## src/rtl/switch_pkg.sv

```systemverilog
// Shared definitions for the switch event scheduler: arbiter states and
// elaboration-time helpers for counter widths and the sample-tick divider.
package switch_pkg;

    typedef enum logic {
        ST_IDLE  = 1'b0,
        ST_OFFER = 1'b1
    } arb_state_t;

    // Bits needed to hold 0..n-1, never less than one.
    function automatic int clog2(input int n);
        int r;
        r = 0;
        while ((1 << r) < n) r++;
        return (r < 1) ? 1 : r;
    endfunction

    function automatic int tick_div(input int clk_hz, input int sample_us);
        return clk_hz / 1_000_000 * sample_us;
    endfunction

endpackage

```

## src/rtl/switch_debounce_lane.sv

```systemverilog
// One switch: two-flop synchroniser, stable-sample counter advanced on tick,
// debounced level and a one-cycle strobe whenever that level changes.
module switch_debounce_lane
    import switch_pkg::*;
#(
    parameter int STABLE_SAMPLES = 10
) (
    input  logic clk,
    input  logic rst_n,
    input  logic tick,
    input  logic raw,
    output logic state,
    output logic strobe
);
    localparam int CW = clog2(STABLE_SAMPLES);
    localparam logic [CW-1:0] CNT_LAST = CW'(STABLE_SAMPLES - 1);

    logic          sync_1;
    logic          sync_2;
    logic [CW-1:0] cnt;

    always_ff @(posedge clk or negedge rst_n) begin
        if (!rst_n) begin
            sync_1 <= 1'b0;
            sync_2 <= 1'b0;
            cnt    <= '0;
            state  <= 1'b0;
            strobe <= 1'b0;
        end else begin
            sync_1 <= raw;
            sync_2 <= sync_1;
            strobe <= 1'b0;
            if (tick) begin
                if (sync_2 == state) begin
                    cnt <= '0;
                end else if (cnt == CNT_LAST) begin
                    state  <= sync_2;
                    cnt    <= '0;
                    strobe <= 1'b1;
                end else begin
                    cnt <= cnt + 1'b1;
                end
            end
        end
    end

endmodule

```

## src/rtl/switch_event_scheduler.sv

```systemverilog
// Debounces N_SW switches and serialises their press/release events onto a
// single valid/ready channel through a round-robin arbiter.
module switch_event_scheduler
    import switch_pkg::*;
#(
    parameter int N_SW           = 4,
    parameter int CLK_HZ         = 25_000_000,
    parameter int SAMPLE_US      = 1000,
    parameter int STABLE_SAMPLES = 10
) (
    input  logic                     clk,
    input  logic                     rst_n,
    input  logic [N_SW-1:0]          i_Switch,
    output logic [N_SW-1:0]          o_State,
    output logic                     o_Evt_Valid,
    input  logic                     i_Evt_Ready,
    output logic [clog2(N_SW)-1:0]   o_Evt_Id,
    output logic                     o_Evt_Press,
    output logic                     o_Overrun
);
    localparam int TICK_DIV = tick_div(CLK_HZ, SAMPLE_US);
    localparam int ID_W     = clog2(N_SW);
    localparam int PW       = clog2(TICK_DIV);
    localparam logic [PW-1:0]   PRESC_LAST = PW'(TICK_DIV - 1);
    localparam logic [ID_W:0]   N_SW_W     = (ID_W + 1)'(N_SW);
    localparam logic [ID_W-1:0] ID_LAST    = ID_W'(N_SW - 1);

    if (TICK_DIV < 2) begin : g_bad_tick_div
        $error("TICK_DIV must be at least 2");
    end
    if (N_SW < 2 || N_SW > 16) begin : g_bad_n_sw
        $error("N_SW must be within 2..16");
    end
    if (STABLE_SAMPLES < 2) begin : g_bad_stable
        $error("STABLE_SAMPLES must be at least 2");
    end

    logic [PW-1:0] presc;
    logic          tick;

    assign tick = (presc == PRESC_LAST);

    always_ff @(posedge clk or negedge rst_n) begin
        if (!rst_n) presc <= '0;
        else        presc <= tick ? '0 : presc + 1'b1;
    end

    logic [N_SW-1:0] strobe;

    for (genvar gi = 0; gi < N_SW; gi++) begin : g_lane
        switch_debounce_lane #(
            .STABLE_SAMPLES(STABLE_SAMPLES)
        ) u_lane (
            .clk   (clk),
            .rst_n (rst_n),
            .tick  (tick),
            .raw   (i_Switch[gi]),
            .state (o_State[gi]),
            .strobe(strobe[gi])
        );
    end

    arb_state_t        state_reg, state_next;
    logic [N_SW-1:0]   pending, pending_next;
    logic [N_SW-1:0]   dir, dir_next;
    logic [ID_W-1:0]   ptr, ptr_next;
    logic [ID_W-1:0]   sel;
    logic [ID_W-1:0]   sel_off;
    logic [ID_W:0]     sel_sum;
    logic [2*N_SW-1:0] pending_rot;
    logic              grant;
    logic              valid_next;
    logic [ID_W-1:0]   id_next;
    logic              press_next;
    logic              overrun_next;

    // Rotate pending so bit 0 is the ptr slot, take the lowest set bit, then
    // map the offset back to a switch index modulo N_SW.
    always_comb begin
        pending_rot = {pending, pending} >> ptr;
        sel_off     = '0;
        for (int j = N_SW - 1; j >= 0; j--) begin
            if (pending_rot[j]) sel_off = ID_W'(j);
        end
        sel_sum = {1'b0, ptr} + {1'b0, sel_off};
        if (sel_sum >= N_SW_W) sel_sum = sel_sum - N_SW_W;
        sel = sel_sum[ID_W-1:0];
    end

    always_comb begin
        state_next = state_reg;
        valid_next = o_Evt_Valid;
        id_next    = o_Evt_Id;
        press_next = o_Evt_Press;
        ptr_next   = ptr;
        grant      = 1'b0;
        case (state_reg)
            ST_IDLE: begin
                if (|pending) begin
                    grant      = 1'b1;
                    id_next    = sel;
                    press_next = dir[sel];
                    valid_next = 1'b1;
                    state_next = ST_OFFER;
                end
            end
            ST_OFFER: begin
                if (i_Evt_Ready) begin
                    valid_next = 1'b0;
                    ptr_next   = (o_Evt_Id == ID_LAST) ? '0 : o_Evt_Id + 1'b1;
                    state_next = ST_IDLE;
                end
            end
            default: state_next = ST_IDLE;
        endcase
    end

    // The grant clears its bit before strobes are applied, so a strobe on the
    // switch just granted starts a fresh event rather than cancelling.
    always_comb begin
        pending_next = pending;
        dir_next     = dir;
        overrun_next = 1'b0;
        if (grant) pending_next[sel] = 1'b0;
        for (int i = 0; i < N_SW; i++) begin
            if (strobe[i]) begin
                if (pending_next[i]) begin
                    pending_next[i] = 1'b0;
                    overrun_next    = 1'b1;
                end else begin
                    pending_next[i] = 1'b1;
                    dir_next[i]     = o_State[i];
                end
            end
        end
    end

    always_ff @(posedge clk or negedge rst_n) begin
        if (!rst_n) begin
            state_reg   <= ST_IDLE;
            pending     <= '0;
            dir         <= '0;
            ptr         <= '0;
            o_Evt_Valid <= 1'b0;
            o_Evt_Id    <= '0;
            o_Evt_Press <= 1'b0;
            o_Overrun   <= 1'b0;
        end else begin
            state_reg   <= state_next;
            pending     <= pending_next;
            dir         <= dir_next;
            ptr         <= ptr_next;
            o_Evt_Valid <= valid_next;
            o_Evt_Id    <= id_next;
            o_Evt_Press <= press_next;
            o_Overrun   <= overrun_next;
        end
    end

endmodule

```

## config.mk

```make
export PLATFORM = sky130hd
export DESIGN_NAME = switch_event_scheduler
export DESIGN_NICKNAME = d
export VERILOG_FILES = /design/src/rtl/switch_pkg.sv /design/src/rtl/switch_debounce_lane.sv /design/src/rtl/switch_event_scheduler.sv
export SDC_FILE = /design/constraint.sdc
export NUM_CORES = 1
export LEC_CHECK = 0
export ABC_AREA = 1
export CAP_MARGIN = 20
export CORE_ASPECT_RATIO = 0.9
export CORE_MARGIN = 2
export CORE_UTILIZATION = 48
export CTS_CLUSTER_DIAMETER = 80
export DETAILED_ROUTE_END_ITERATION = 8
export PLACE_DENSITY = 0.71
export SYNTH_ARGS = -nofsm -noshare
export SYNTH_HDL_FRONTEND = slang
export SYNTH_SLANG_ARGS = --single-unit
```

## constraint.sdc

```tcl
create_clock -name clk -period 2.86 [get_ports clk]
set_input_delay 0.286 -clock clk [delete_from_list [all_inputs] [get_ports clk]]
set_output_delay 0.286 -clock clk [all_outputs]
set_load 0.01 [all_outputs]
```

==> results of run 1 <==
[power groups by stage]
stage / Clock [mW] / Sequential (mW) / Combinational (mW)
floorplan: 0 / 0.925 / 0.0463
global placement: 0 / 0.926 / 0.0825
detailed placement: 0 / 0.927 / 0.0843
CTS: 0.813 / 0.910 / 0.0848
global route: 0.856 / 0.910 / 0.0960
finish: 0.790 / 0.910 / 0.0833
[worst max-delay path, stage by stage, from the launching register on]
cell	delay [ps]
dfrtp_1	480
inv_2	90
nand2_1	90
nand3_1	90
nand2_1	120
a21boi_0	90
ha_1	350
inv_1	110
nor2_1	200
nand3_1	140
nand2_1	90
ha_1	150
mux2_2	320
[cell type report]
class	instances	area [um^2]	share of cell area (%)
Clock buffer	15	206	5.81
Timing Repair Buffer	16	153	4.30
Inverter	50	188	5.28
Multi-Input combinational cell	226	1310	36.9
Sequential cell	63	1580	44.4
Tap cell	87	109	3.06
Clock inverter	1	7.51	0.211
[cell usage in the layout (no fill, tap or decap), types with 3 or more instances in the layout]
cell             count
ha_1                16
inv_1               46
mux2_2               3
xnor2_1              6
clkbuf_8            15
o21ai_1              3
nor3_1               3
nand2_2              3
xor2_1               9
nor2_1              26
inv_2                3
nand3b_1             3
dfrtp_1             63
nand2_1             70
o21ai_0             20
o22ai_1              4
nand4_1              7
clkdlybuf4s50_1     14
nand3_1             29
a21oi_1              6
[per-layer routing]
| layer | part of all wire (%) | up-vias | track usage, % |
|---|---|---|---|
| met5 | 0 | - | 0 |
| met3 | 4.1 | 16 | 7.09 |
| met1 | 46 | 1122 | 23.6 |
| met4 | 2.0 | 0 | 8.03 |
| met2 | 48 | 39 | 29.3 |
| li1 | - | 1174 | - |
[path summary, 6_finish.rpt]
check                      cells after the start                 endpoint                    start  slack [ps]
setup / recovery                              12                   dir[1]                   ptr[0]         430
setup reg to reg                              12                   dir[1]                   ptr[0]         430
hold reg to reg                                0  g_lane[2].u_lane.sync_2  g_lane[2].u_lane.sync_1         350
max in group asynchronous                      2                presc[11]                    rst_n        2270
hold / removal                                 2  g_lane[2].u_lane.cnt[3]                    rst_n         100
min in group clk                               0  g_lane[2].u_lane.sync_2  g_lane[2].u_lane.sync_1         350
[cell families (layout without fill, tap and decap cells)]
kind of cell             count (synthesis)  count (layout)
AO/OA/AOI/OAI                           43              43
AND/OR/NAND/NOR                        149             149
flip-flops                              63              63
adder cells (fa/ha/maj)                 16              16
XOR/XNOR                                15              15
multiplexers                             3               3
buffers and inverters                   55              82
==> summary.md, run 1 <==
• done — CTS tree
• 0 — antenna-violating nets left
• 22.3% — switching portion of total power
• 0 — number of violations of the max-capacitance limit
• nand2_1, dfrtp_1, inv_1 — commonest cells in the synthesized netlist
• flip-flop — Critical Path Start Type
• 63 — count of clock tree sinks
• 367 — syn_nets
• 3550 um^2 — Layout Cell Area excl Fill
• 51.0% — part of the power in registers
• 88.9 um — Die Width
• dfrtp_1, nand2_1, ha_1 — leading post-synthesis cells by cell area
• 0 — global route overflow
• 6.44% — fraction of the mapped netlist area in adder cells
• 5.26 ps — Setup Skew
• 4.22% — area share of xor/xnor cells in the synthesized design
• 0 — count of inserted antenna diode cells
• 0 — number of hold-repair buffers added at the cts stage
• finished, final reports clean — run status
• 6180 um^2 — core region area
• dfrtp_1 — cell type with the highest aggregate area in the netlist
• 0 — Final Hold Viols
• 3090 ps — data required time of the worst path
• 0 — post-cts resize count
• 502 nW/um^2 — power per standard cell area
• 552 — Layout fillers
• 36 — library cells used by synthesis
• 2660 ps — worst path arrival time
• simple AND/OR/NAND/NOR gates — combinational family with the most area after synthesis
• 1.78 mW — overall power after layout
• dfrtp_1 — flip-flop cell with the highest count after synthesis
• 427 ps — final worst-path setup slack
• 0 ps — final total negative setup slack
• 64 — maximum number of pins on one net before global-route repair
• 63 — number of register bits inferred by synthesis
• false — setup repair after global routing missed its margin
• 9.43% — fraction of final layout cells with drive strength greater than 1
• 0.842 — routability congestion estimate from global placement
• 50.7% — area share of the largest cell type after synthesis
• 22.4% — basic-gate share of the synthesized area counting and, or, nand and nor cells
• 759 ps — worst-margin pin slew
• 1.77 nW — leakage power of the design
• 389 — final net count
• 70 ps — clock transition time at the flip-flop clock pins of the worst setup and hold paths
• 50.3% — initial cell density of the core
• 50.7% — post-synthesis sequential area ratio
• 2430 ps — post-layout min period
• input port to asynchronous set/reset pin — class of the tightest hold or removal check
• g_lane.u_lane.cnt: 16 flops, presc: 15 flops — largest registers ranked by flip-flop count
• 16 — Largest register FFs
• clkbuf_8 — clock root cell
• 3110 um^2 — synthesized cell area
• 9.04 um^2 — Post-Syn Area per Cell
• 0.397 mW — net switching power
• 4.7% — portion of total power attributed to combinational logic
• 340 ps — clock latency reported for the late side of the worst-skew pair
• 80.4 um — die height
• 179 — initial drt markers
• 2 — CTS max path bufs
• 344 — post-synthesis cell count
• 0 — number of post-CTS setup repair buffers
• 49.4% — relative slew slack
• 101 ps — smallest hold slack
• nand2_1 — most frequently used cell type in the post-synthesis netlist
• 4.05 mm — detailed-placement wirelength estimate
• 484 ps — dpl ws
• 0 — detailed-route DRC error count
• 0 — number of enable-type register cells in the synthesized netlist
• g_lane.u_lane.cnt — register name with the most flops
• 2294 — via count of the first global-routing pass
• 15 — number of buffers inserted by port buffering
• flip-flop to flip-flop — crit path kind
• 44.3% — clock network fraction of design power
• 27 — std cell rows
• 7 — largest fanout of any net on the critical path
• 442 — cell count after placement
• 0.310 mV — Peak supply drop
• 5.71 mm — total length of routed wires
• 8.09% — share of the synthesized area in compound gates (AO/OA/AOI/OAI)
• 0 — number of warnings printed during yosys synthesis
• 9 — TritonCTS Buffers
• 57.5% — share of the core filled with cells in the final layout
• 100% — fraction of registers with async set or reset after synthesis
• 458 — final cell count without fillers
• 0 — number of antenna violations at the first check in global routing
• 3 — count of H-tree levels built during CTS
• 12.5 um — detailed-route wire length per cell
• 4 — Pre-antenna DRT Iters
• 1.39 mW — total internal power
• flip-flop — crit end category
• 0 — final-report max-slew violation count
• 3340 um^2 — cell area after placement
• 1.09% — multiplexer area fraction after synthesis
• 2351 — number of vias in the routed layout
• 16 — IO Pins
• 14.2% — layout overhead on the synthesized area
• 85.1% — Final Cycle Share
• 18.9% — GRT Resource Usage Total
• 5.13 — via count normalized by instance count
• 7140 um^2 — Die Footprint
• 10.2 mm — first-pass GRT wire length
• 0.411 GHz — Fmax achieved
• 0 — setup-violating endpoint count in the final report
No activity file was read; power rests on OpenSTA's default activity.
==> run 2: changes to the inputs <==
- SKIP_LAST_GASP: default -> 1
==> results of run 2 <==
No change in the layout: final DEF, timing and power equal those of run 1.
==> run 3: changes to the inputs <==
- CORE_MARGIN: 2 -> default
- CTS_BUF_LIST: default -> sky130_fd_sc_hd__clkbuf_4 sky130_fd_sc_hd__clkbuf_8
==> summary.md, run 3 (synthesis results as in run 1) <==
• 9.94 ps — Setup Skew, was 5.26 ps
• nand2_1 — commonest non-fill, non-tap cell in the layout, unchanged
• 440 ps — R2R setup slack, was 430 ps
• 49.1% — relative slew slack, was 49.4%
• 389 — final net count, unchanged
• 0 — number of hold-repair buffers added at the cts stage, unchanged
• 6180 um^2 — core region area, unchanged
• 763 ps — worst-margin pin slew, was 759 ps
• 0.253 mV — Peak supply drop, was 0.310 mV
• input port to asynchronous set/reset pin — class of the tightest hold or removal check, unchanged
• 84.5% — Final Cycle Share, was 85.1%
• 4.5% — portion of total power attributed to combinational logic, was 4.7%
• 2 — CTS max path bufs, unchanged
• 7 — largest fanout of any net on the critical path, unchanged
• 10.1 mm — first-pass GRT wire length, was 10.2 mm
• 0.414 GHz — Fmax achieved, was 0.411 GHz
• done — CTS tree, unchanged
• 22.0% — switching portion of total power, was 22.3%
• flip-flop — crit end category, unchanged
• 1.85 mW — overall power after layout, was 1.78 mW
• 0 — global route overflow, unchanged
• met2 — busiest grt layer, unchanged
• 9 — TritonCTS Buffers, unchanged
• flip-flop to flip-flop — crit path kind, unchanged
• 2310 — number of vias in the routed layout, was 2351
• ptr[0] — launching point of the worst reg2reg path, unchanged
• dir[1] — worst setup path endpoint, unchanged
• 78.4 um — die height, was 80.4 um
• 340 ps — clock latency reported for the late side of the worst-skew pair, about the same
• 0 — antenna-violating nets left, unchanged
• 12.2 um — detailed-route wire length per cell, was 12.5 um
• dir[1] — endpoint of the most critical register-to-register path, unchanged
• 4 — Pre-antenna DRT Iters, unchanged
• 0 — count of inserted antenna diode cells, unchanged
• 2230 — via count of the first global-routing pass, was 2294
• 46.3% — clock network fraction of design power, was 44.3%
• 13 — Worst Reg2Reg Path Length in Cells, was 12
• 5.04 — via count normalized by instance count, was 5.13
• 86.9 um — Die Width, was 88.9 um
• 63 — count of clock tree sinks, unchanged
• finished, final reports clean — run status, unchanged
• false — setup repair after global routing missed its margin, unchanged
• 4.03 mm — detailed-placement wirelength estimate, was 4.05 mm
• 25.5% — global-route met1 utilization, was 23.6%
• 2420 ps — post-layout min period, was 2430 ps
• nand2_1, dfrtp_1, inv_1 — most frequent cells in the layout, unchanged
• 0 — number of antenna violations at the first check in global routing, unchanged
• ptr[0] — launching element of the worst setup path, unchanged
• 1.77 nW — leakage power of the design, about the same
• 6810 um^2 — Die Footprint, was 7140 um^2
• 0.898 — routability congestion estimate from global placement, was 0.842
• 0 — number of post-CTS setup repair buffers, unchanged
• 1.44 mW — total internal power, was 1.39 mW
• 2640 ps — worst path arrival time, was 2660 ps
• 16 — IO Pins, unchanged
• 0 — number of violations of the max-capacitance limit, unchanged
• 5.36% — met3 track demand over resource in global routing, was 7.09%
• 49.2% — part of the power in registers, was 51.0%
• 206 — initial drt markers, was 179
• 15 — number of buffers inserted by port buffering, unchanged
• 0 — Final Hold Viols, unchanged
• clkbuf_8 — clock root cell, unchanged
• 0 — post-cts resize count, unchanged
• 29.7% — met2 demand-to-capacity share in global routing, was 29.3%
• 0 — setup-violating endpoint count in the final report, unchanged
• 27 — std cell rows, unchanged
• 70 ps — clock transition time at the flip-flop clock pins of the worst setup and hold paths, about the same
• 5.60 mm — total length of routed wires, was 5.71 mm
• 0 — detailed-route DRC error count, unchanged
• g_lane.u_lane.cnt — register name with the most flops, unchanged
• 9.43% — fraction of final layout cells with drive strength greater than 1, unchanged
• 64 — maximum number of pins on one net before global-route repair, unchanged
• flip-flop — Critical Path Start Type, unchanged
• 519 nW/um^2 — power per standard cell area, was 502 nW/um^2
• 3080 ps — data required time of the worst path, was 3090 ps
• 50.3% — initial cell density of the core, unchanged
• 3 — count of H-tree levels built during CTS, unchanged
• 0 ps — final total negative setup slack, unchanged
• g_lane.u_lane.cnt: 16 flops, presc: 15 flops — largest registers ranked by flip-flop count, unchanged
• 0 — final-report max-slew violation count, unchanged
• 0.407 mW — net switching power, was 0.397 mW
• 19.8% — GRT Resource Usage Total, was 18.9%
• 14.4% — layout overhead on the synthesized area, was 14.2%
• 16 — Largest register FFs, unchanged
## run 3: per-stage QoR
step / hold WS, ps / setup WS [ps] / instance area [um^2] / util (%) / instances
global placement: 334 / 556 / 3340 / 54.0 / 442
detailed placement: 336 / 463 / 3340 / 54.0 / 442
CTS: 119 / 450 / 3560 / 57.6 / 458
floorplan: -9.59 / 729 / 3110 / - / 344
finish: 95.5 / 442 / 3560 / 57.6 / 458
global route: 176 / 232 / 3560 / 57.6 / 458
## run 3: cell type report
class | instances | area [um^2]
fillers | 545 | 2620
clock buffers | 11 | 139
repair buffers | 16 | 153
clock inverters | 5 | 82.6
inverters | 50 | 188
flip-flops and latches | 63 | 1580
multi-input cells | 226 | 1310
well taps | 87 | 109
## run 3: power groups by stage
| stage | sequential (mW) | combinational [mW] | clock [mW] |
|---|---|---|---|
| after floorplan | 0.925 | 0.0463 | 0 |
| after global placement | 0.926 | 0.0826 | 0 |
| after detailed placement | 0.926 | 0.0849 | 0 |
| after CTS | 0.909 | 0.0851 | 0.879 |
| after global routing | 0.910 | 0.0977 | 0.921 |
| final | 0.909 | 0.0831 | 0.856 |
## run 3: how the worst min path moves through the flow
stage,start,endpoint,slack [ps],depth (start not counted)
6_report,rst_n,o_Evt_Valid,100,2
5_1_grt,rst_n,o_Evt_Valid,180,2
3_5_place_dp,g_lane[2].u_lane.sync_1,g_lane[2].u_lane.sync_2,340,0
3_3_place_gp,g_lane[3].u_lane.sync_1,g_lane[3].u_lane.sync_2,330,0
2_1_floorplan,rst_n,dir[0],-10,0
4_1_cts,rst_n,o_Evt_Valid,120,2
## run 3: routing by layer
layer / share of wire [%] / routed length [um]
met5: 0 / 0
met4: 2.6 / 146
met3: 3.7 / 205
met2: 47 / 2650
met1: 46 / 2600
## run 3: worst max-delay path, cell delays in order, from the launching register on
cell and delay (ps):
dfrtp_1 450, inv_2 110, nand2_1 70, nand3_1 70, nand2_1 70, nand3_1 70, a21boi_0 90, ha_1 370
inv_1 110, nor2_1 200, nand3_1 150, nand2_1 90, ha_1 140, mux2_2 320
